===== src/rtl/pattern_scan_ctrl.sv =====
// Frame-based serial pattern scanner: latches a pattern and frame length on start,
// counts overlapping matches over the qualified bits of the frame, then pulses done.
module pattern_scan_ctrl #(
  parameter int PW = 4,
  parameter int LW = 8,
  parameter int CW = 10
) (
  input  logic          clk,
  input  logic          rst,
  input  logic          start,
  input  logic [PW-1:0] pattern,
  input  logic [LW-1:0] frame_len,
  input  logic          x,
  input  logic          x_valid,
  output logic          busy,
  output logic          done,
  output logic          hit,
  output logic [CW-1:0] count,
  output logic          overflow
);

  typedef enum logic [1:0] {IDLE, SCAN, REPORT} state_t;

  localparam logic [CW-1:0] COUNT_MAX = '1;

  state_t        state, state_nxt;
  logic [PW-1:0] pat_q;
  logic [LW-1:0] len_q;
  logic [LW-1:0] bits_seen;
  logic [PW-2:0] sr;

  logic [PW-1:0] win;
  logic [LW:0]   seen_nxt;
  logic          accept, match, last_bit;

  // NOTE: every combinational output gets a default before any branch, so no latches are inferred.
  always_comb begin
    win      = {sr, x};
    seen_nxt = {1'b0, bits_seen} + (LW+1)'(1);
    accept   = (state == SCAN) && x_valid;
    // Extra bit on seen_nxt keeps the compare exact when frame_len is at its maximum.
    match    = accept && (seen_nxt >= (LW+1)'(PW)) && (win == pat_q);
    last_bit = accept && (seen_nxt == {1'b0, len_q});
  end

  always_comb begin
    state_nxt = state;
    case (state)
      IDLE:    if (start) state_nxt = (frame_len == '0) ? REPORT : SCAN;
      SCAN:    if (last_bit) state_nxt = REPORT;
      REPORT:  state_nxt = IDLE;
      default: state_nxt = IDLE;
    endcase
  end

  // NOTE: sequential state uses non-blocking assignments so all registers update from pre-edge values.
  always_ff @(posedge clk or posedge rst) begin
    if (rst) state <= IDLE;
    else     state <= state_nxt;
  end

  always_ff @(posedge clk or posedge rst) begin
    if (rst) begin
      pat_q     <= '0;
      len_q     <= '0;
      bits_seen <= '0;
      sr        <= '0;
      hit       <= 1'b0;
      count     <= '0;
      overflow  <= 1'b0;
    end else begin
      hit <= match;
      if (state == IDLE && start) begin
        pat_q     <= pattern;
        len_q     <= frame_len;
        bits_seen <= '0;
        sr        <= '0;
        count     <= '0;
        overflow  <= 1'b0;
      end else if (accept) begin
        sr        <= win[PW-2:0];
        bits_seen <= seen_nxt[LW-1:0];
        if (match) begin
          if (count != COUNT_MAX) count <= count + CW'(1);
          else                    overflow <= 1'b1;
        end
      end
    end
  end

  assign busy = (state != IDLE);
  assign done = (state == REPORT);

endmodule


===== config.mk =====
export PLATFORM = sky130hd
export DESIGN_NAME = pattern_scan_ctrl
export DESIGN_NICKNAME = d
export VERILOG_FILES = /design/src/rtl/pattern_scan_ctrl.sv
export SDC_FILE = /design/constraint.sdc
export NUM_CORES = 1
export LEC_CHECK = 0
export BUFFER_PORTS_ARGS = -buffer_cell sky130_fd_sc_hd__buf_2
export CAP_MARGIN = 10
export CORE_ASPECT_RATIO = 1.1
export CORE_MARGIN = 2
export CORE_UTILIZATION = 40
export CTS_CLUSTER_DIAMETER = 40
export DETAILED_ROUTE_END_ITERATION = 10
export PLACE_DENSITY = 0.65
export SYNTH_ARGS = -nofsm -noshare
export SYNTH_HDL_FRONTEND = slang
export SYNTH_SLANG_ARGS = --single-unit

===== constraint.sdc =====
create_clock -name clk -period 2.6 [get_ports clk]
set_input_delay 0.52 -clock clk [delete_from_list [all_inputs] [get_ports clk]]
set_output_delay 0.52 -clock clk [all_outputs]
set_load 0.05 [all_outputs]

==> results.md <==
Synth:
- The net count of the mapped netlist is 260.
- In the synthesized netlist the dominant register cell turns out to be dfrtp_1.
- Of all flip-flops after synthesis, the portion carrying an async set or reset was 100.0%.
- The biggest area consumer among synthesized cells is dfrtp_1.
- The synthesized netlist occupies a cell area of 0.002120 sq mm.
- Of the post-synthesis cell area, the dominant cell type holds 43.68%.
- The synthesized design contains 37 register bits.
- Yosys mapped the design onto 44 distinct sky130hd cell types.
- The share of synthesized area occupied by flip-flops and latches is 43.68%.
- By area the synthesized netlist is led by dfrtp_1 (44%), nand2_1 (9.7%), o21ai_0 (4.3%), xnor2_1 (2.9%), nor2_1 (2.5%).
- The mean area per synthesized cell is 8.795 sq um.
- The Yosys step of the flow raised 0 warnings.
- Synthesis handed over a netlist of 241 instances.
- In this run, synthesis inferred 0 flip-flops with an integrated enable.

CTS:
- TritonCTS built the clock tree.
- In this run, post-CTS hold repair placed 0 buffers.
- The number of H-tree levels is 2.
- The number of setup buffers added after CTS is 0.
- The deepest clock path buffer count is 2.
- The clock-pin slew on the worst setup and hold paths is 0.07 ns.
- Clock tree synthesis inserted a total of 5 buffers.
- The number of gates resized after CTS was 0.
- CTS placed an instance of clkbuf_8 at the clock tree root.
- For the worst-skew pair, the clock arrives at the later sink with an insertion delay of 0.29 ns.
- The number of sinks driven by the clock tree is 37.

Worst setup path:
- The required time of the critical path is 2.81 ns.
- STA classifies the critical path endpoint as a flip-flop.
- The worst register-to-register path has a setup slack of 0.44 ns.
- The critical path is of the flip-flop to flip-flop type.
- The nature of the critical path startpoint is a flip-flop.
- The endpoint of the worst register-to-register path is count[3]$_DFFE_PP0P_.
- The logic depth of the worst register-to-register path is 6.
- The reg-to-reg critical path startpoint is bits_seen[0]$_DFFE_PP0P_.
- At the worst endpoint, the arrival time is 2.37 ns.
- The largest driver fanout on the critical path is 15.

Global route:
- The global-route wire length before repair is 8769 um.
- Global routing finished with a remaining overflow of 0.
- The initial antenna violation count was 0.
- Global routing used 19.31% of the available tracks.
- Entering global routing, the biggest net connects 38 pins.
- The number of global-route vias before repair is 1856.

Routing:
- The number of remaining DRC errors is 0.
- For this block, the via count after detailed routing is 1879.
- The first detailed-routing pass ran for 4 iterations.
- After detailed routing, the total wire length is 5112 um.
- The violation count after the first detailed-route iteration is 92.
- The wire length per cell after detailed routing is 15.59 um.
- In this run the remaining antenna-violating nets after routing total 0.
- The detailed-route vias per instance is 5.729.

Finish:
- The final cell area excluding filler cells is 0.002400 sq mm.
- In the final design database the tool counted 289 nets.
- The final-layout fill cell count is 504.
- The post-route netlist has 16.67% of its cells at a drive strength greater than 1.
- The number of antenna cells inserted is 0.
- From synthesis to final layout, the design area changed by 13.22%.

STA:
- The count of final setup violators is 0.
- Based on the critical path, the design can be clocked at up to 0.4637 GHz.
- The final setup skew is 0.005066 ns.
- The number of max-slew violations in the final report is 0.
- The minimum hold slack is 0.3310 ns.
- The minimum setup slack in the final design is 0.4433 ns.
- The ratio of final minimum period to clock period is 82.95%.
- At the pin with the least slew margin, the transition time is 0.5224 ns.
- The final number of hold-violating endpoints is 0.
- Setup repair after global routing left no endpoint under its margin.
- The minimum period implied by the final worst setup slack is 2.157 ns.
- The final-layout setup total negative slack is 0 ns.
- Headroom to the max-slew limit came out at 64.85%.

Power and ir drop:
- The analysis attributes to cell leakage a power of 1.099 nW.
- IR analysis of the VDD net gives a maximum drop of 0.0004551 V.
- The power density over the cells is 971.7 mW/mm^2.

Die:
- The die covers 0.005898 sq mm.
- The count of boundary I/O pins is 31.
- After floorplanning, the core was sized to cover 0.005067 sq mm.
- After floorplanning, the core was divided into 27 placement rows.
- The die is 73.41 um wide.
- The starting utilization of the core area is 41.83%.
- The floorplan step set the die height to 80.35 um.

Placed design:
- After detailed placement, the total cell area comes to 0.002313 sq mm.
- Buffers placed on the I/O ports in this run total 30.
- The pre-CTS setup slack is 0.4824 ns.
- The weighted congestion at the end of routability-driven global placement is 0.8433.
- The half-perimeter wire length after placement is 3659 um.

Run status:
- The run finished with clean final reports.

Job:
- The max-cap violation count is 0.

Worst hold path:
- The path class of the tightest hold or removal check is input pin to async pin.
==> stage by stage <==
stage	total power [W]	util, %	cells
after floorplan	0.001679	-	241
after global placement	0.001914	45.65	321
after detailed placement	0.001921	45.65	321
after CTS	0.002339	47.36	328
after global routing	0.002508	47.36	328
final	0.002332	47.36	328
==> worst max-delay path, cell delays in order (launching register included) <==
cell and delay (ns):
dfrtp_1 0.47, ha_1 0.35, nand2_1 0.10, nor4b_2 0.18, o221a_4 0.32, or4_1 0.51, a21oi_1 0.14
==> cell usage in the layout, fill, tap and decap left out, drive strengths merged, types with 4 or more instances in the layout <==
cell / instances
a21oi: 6
a22o: 4
a31oi: 4
and3: 5
buf: 35
clkbuf: 7
dfrtp: 37
inv: 5
nand2: 55
nand3: 10
nand4: 6
nor2: 14
nor3: 4
nor4: 6
o21ai: 18
o31ai: 4
o41ai: 4
xnor2: 7
xor2: 5
==> layout make-up <==
| type | instances | area [sq um] | share of cell area, % |
|---|---|---|---|
| Multi-Input combinational cell | 186 | 1109 | 46.19 |
| Timing Repair Buffer | 35 | 187.7 | 7.821 |
| Sequential cell | 37 | 925.9 | 38.58 |
| Clock buffer | 7 | 86.33 | 3.597 |
| Inverter | 5 | 18.77 | 0.7821 |
| Tap cell | 58 | 72.57 | 3.024 |
==> cells in the mapped netlist, types with 2 or more instances <==
library cell and instances:
a21oi_1 6, buf_2 2, nor3_1 4, o41a_1 2, ha_1 2, o41ai_1 4
o31a_1 2, o21a_1 2, nor4_1 6, and3_1 4, mux2i_1 2, o211ai_1 3
inv_1 5, o31ai_1 4, a31oi_1 3, or4_1 2, xor2_1 5, nor2b_1 2
nand2_1 55, clkbuf_1 6, dfrtp_1 37, nand3_1 10, o21ai_0 18, nand4b_1 3
xnor2_1 7, nor2_1 14, nand4_1 6, a22o_1 4, and2_1 3, buf_4 4
==> per-layer routing <==
metal	vias to the layer above	track usage [%]	wire [um]
met5	-	0	0
met4	0	4.909	53
met3	6	3.890	183
met2	44	33.24	2473
met1	903	24.53	2401
li1	926	-	-
==> state kept, by name, summed over array words and instances, names as in the netlist <==
signal	cells
hit	1
overflow	1
bits_seen	8
len_q	8
count	10
state	2
pat_q	4
sr	3
==> worst max-delay path by stage <==
stage	from	end	slack (ns)	cells after the start
after global placement	bits_seen[0]$_DFFE_PP0P_	count[3]$_DFFE_PP0P_	0.52	6
after detailed placement	bits_seen[0]$_DFFE_PP0P_	count[3]$_DFFE_PP0P_	0.48	6
after floorplan	count[0]$_DFFE_PP0P_	count[3]$_DFFE_PP0P_	0.45	6
after CTS	bits_seen[0]$_DFFE_PP0P_	count[3]$_DFFE_PP0P_	0.45	6
final	bits_seen[0]$_DFFE_PP0P_	count[3]$_DFFE_PP0P_	0.44	6
after global routing	bits_seen[0]$_DFFE_PP0P_	count[3]$_DFFE_PP0P_	0.30	6
==> power breakdown <==
part / switching [W] / internal, W / leakage [nW]
clock: 0.000202 / 0.000211 / 0.0443
combinational: 0.000620 / 0.000376 / 0.567
sequential: 0.000195 / 0.000729 / 0.488
==> cell families (layout without fill, tap and decap cells) <==
group	Yosys count	in the layout	synth area share [%]
buffers and inverters	18	47	4.014
AO/OA/AOI/OAI	56	56	19.24
AND/OR/NAND/NOR	114	114	25.97
XOR/XNOR	12	12	4.959
adder cells (fa/ha/maj)	2	2	1.180
multiplexers	2	2	0.9445
flip-flops	37	37	43.68
Power figures use the tool's default switching activity.
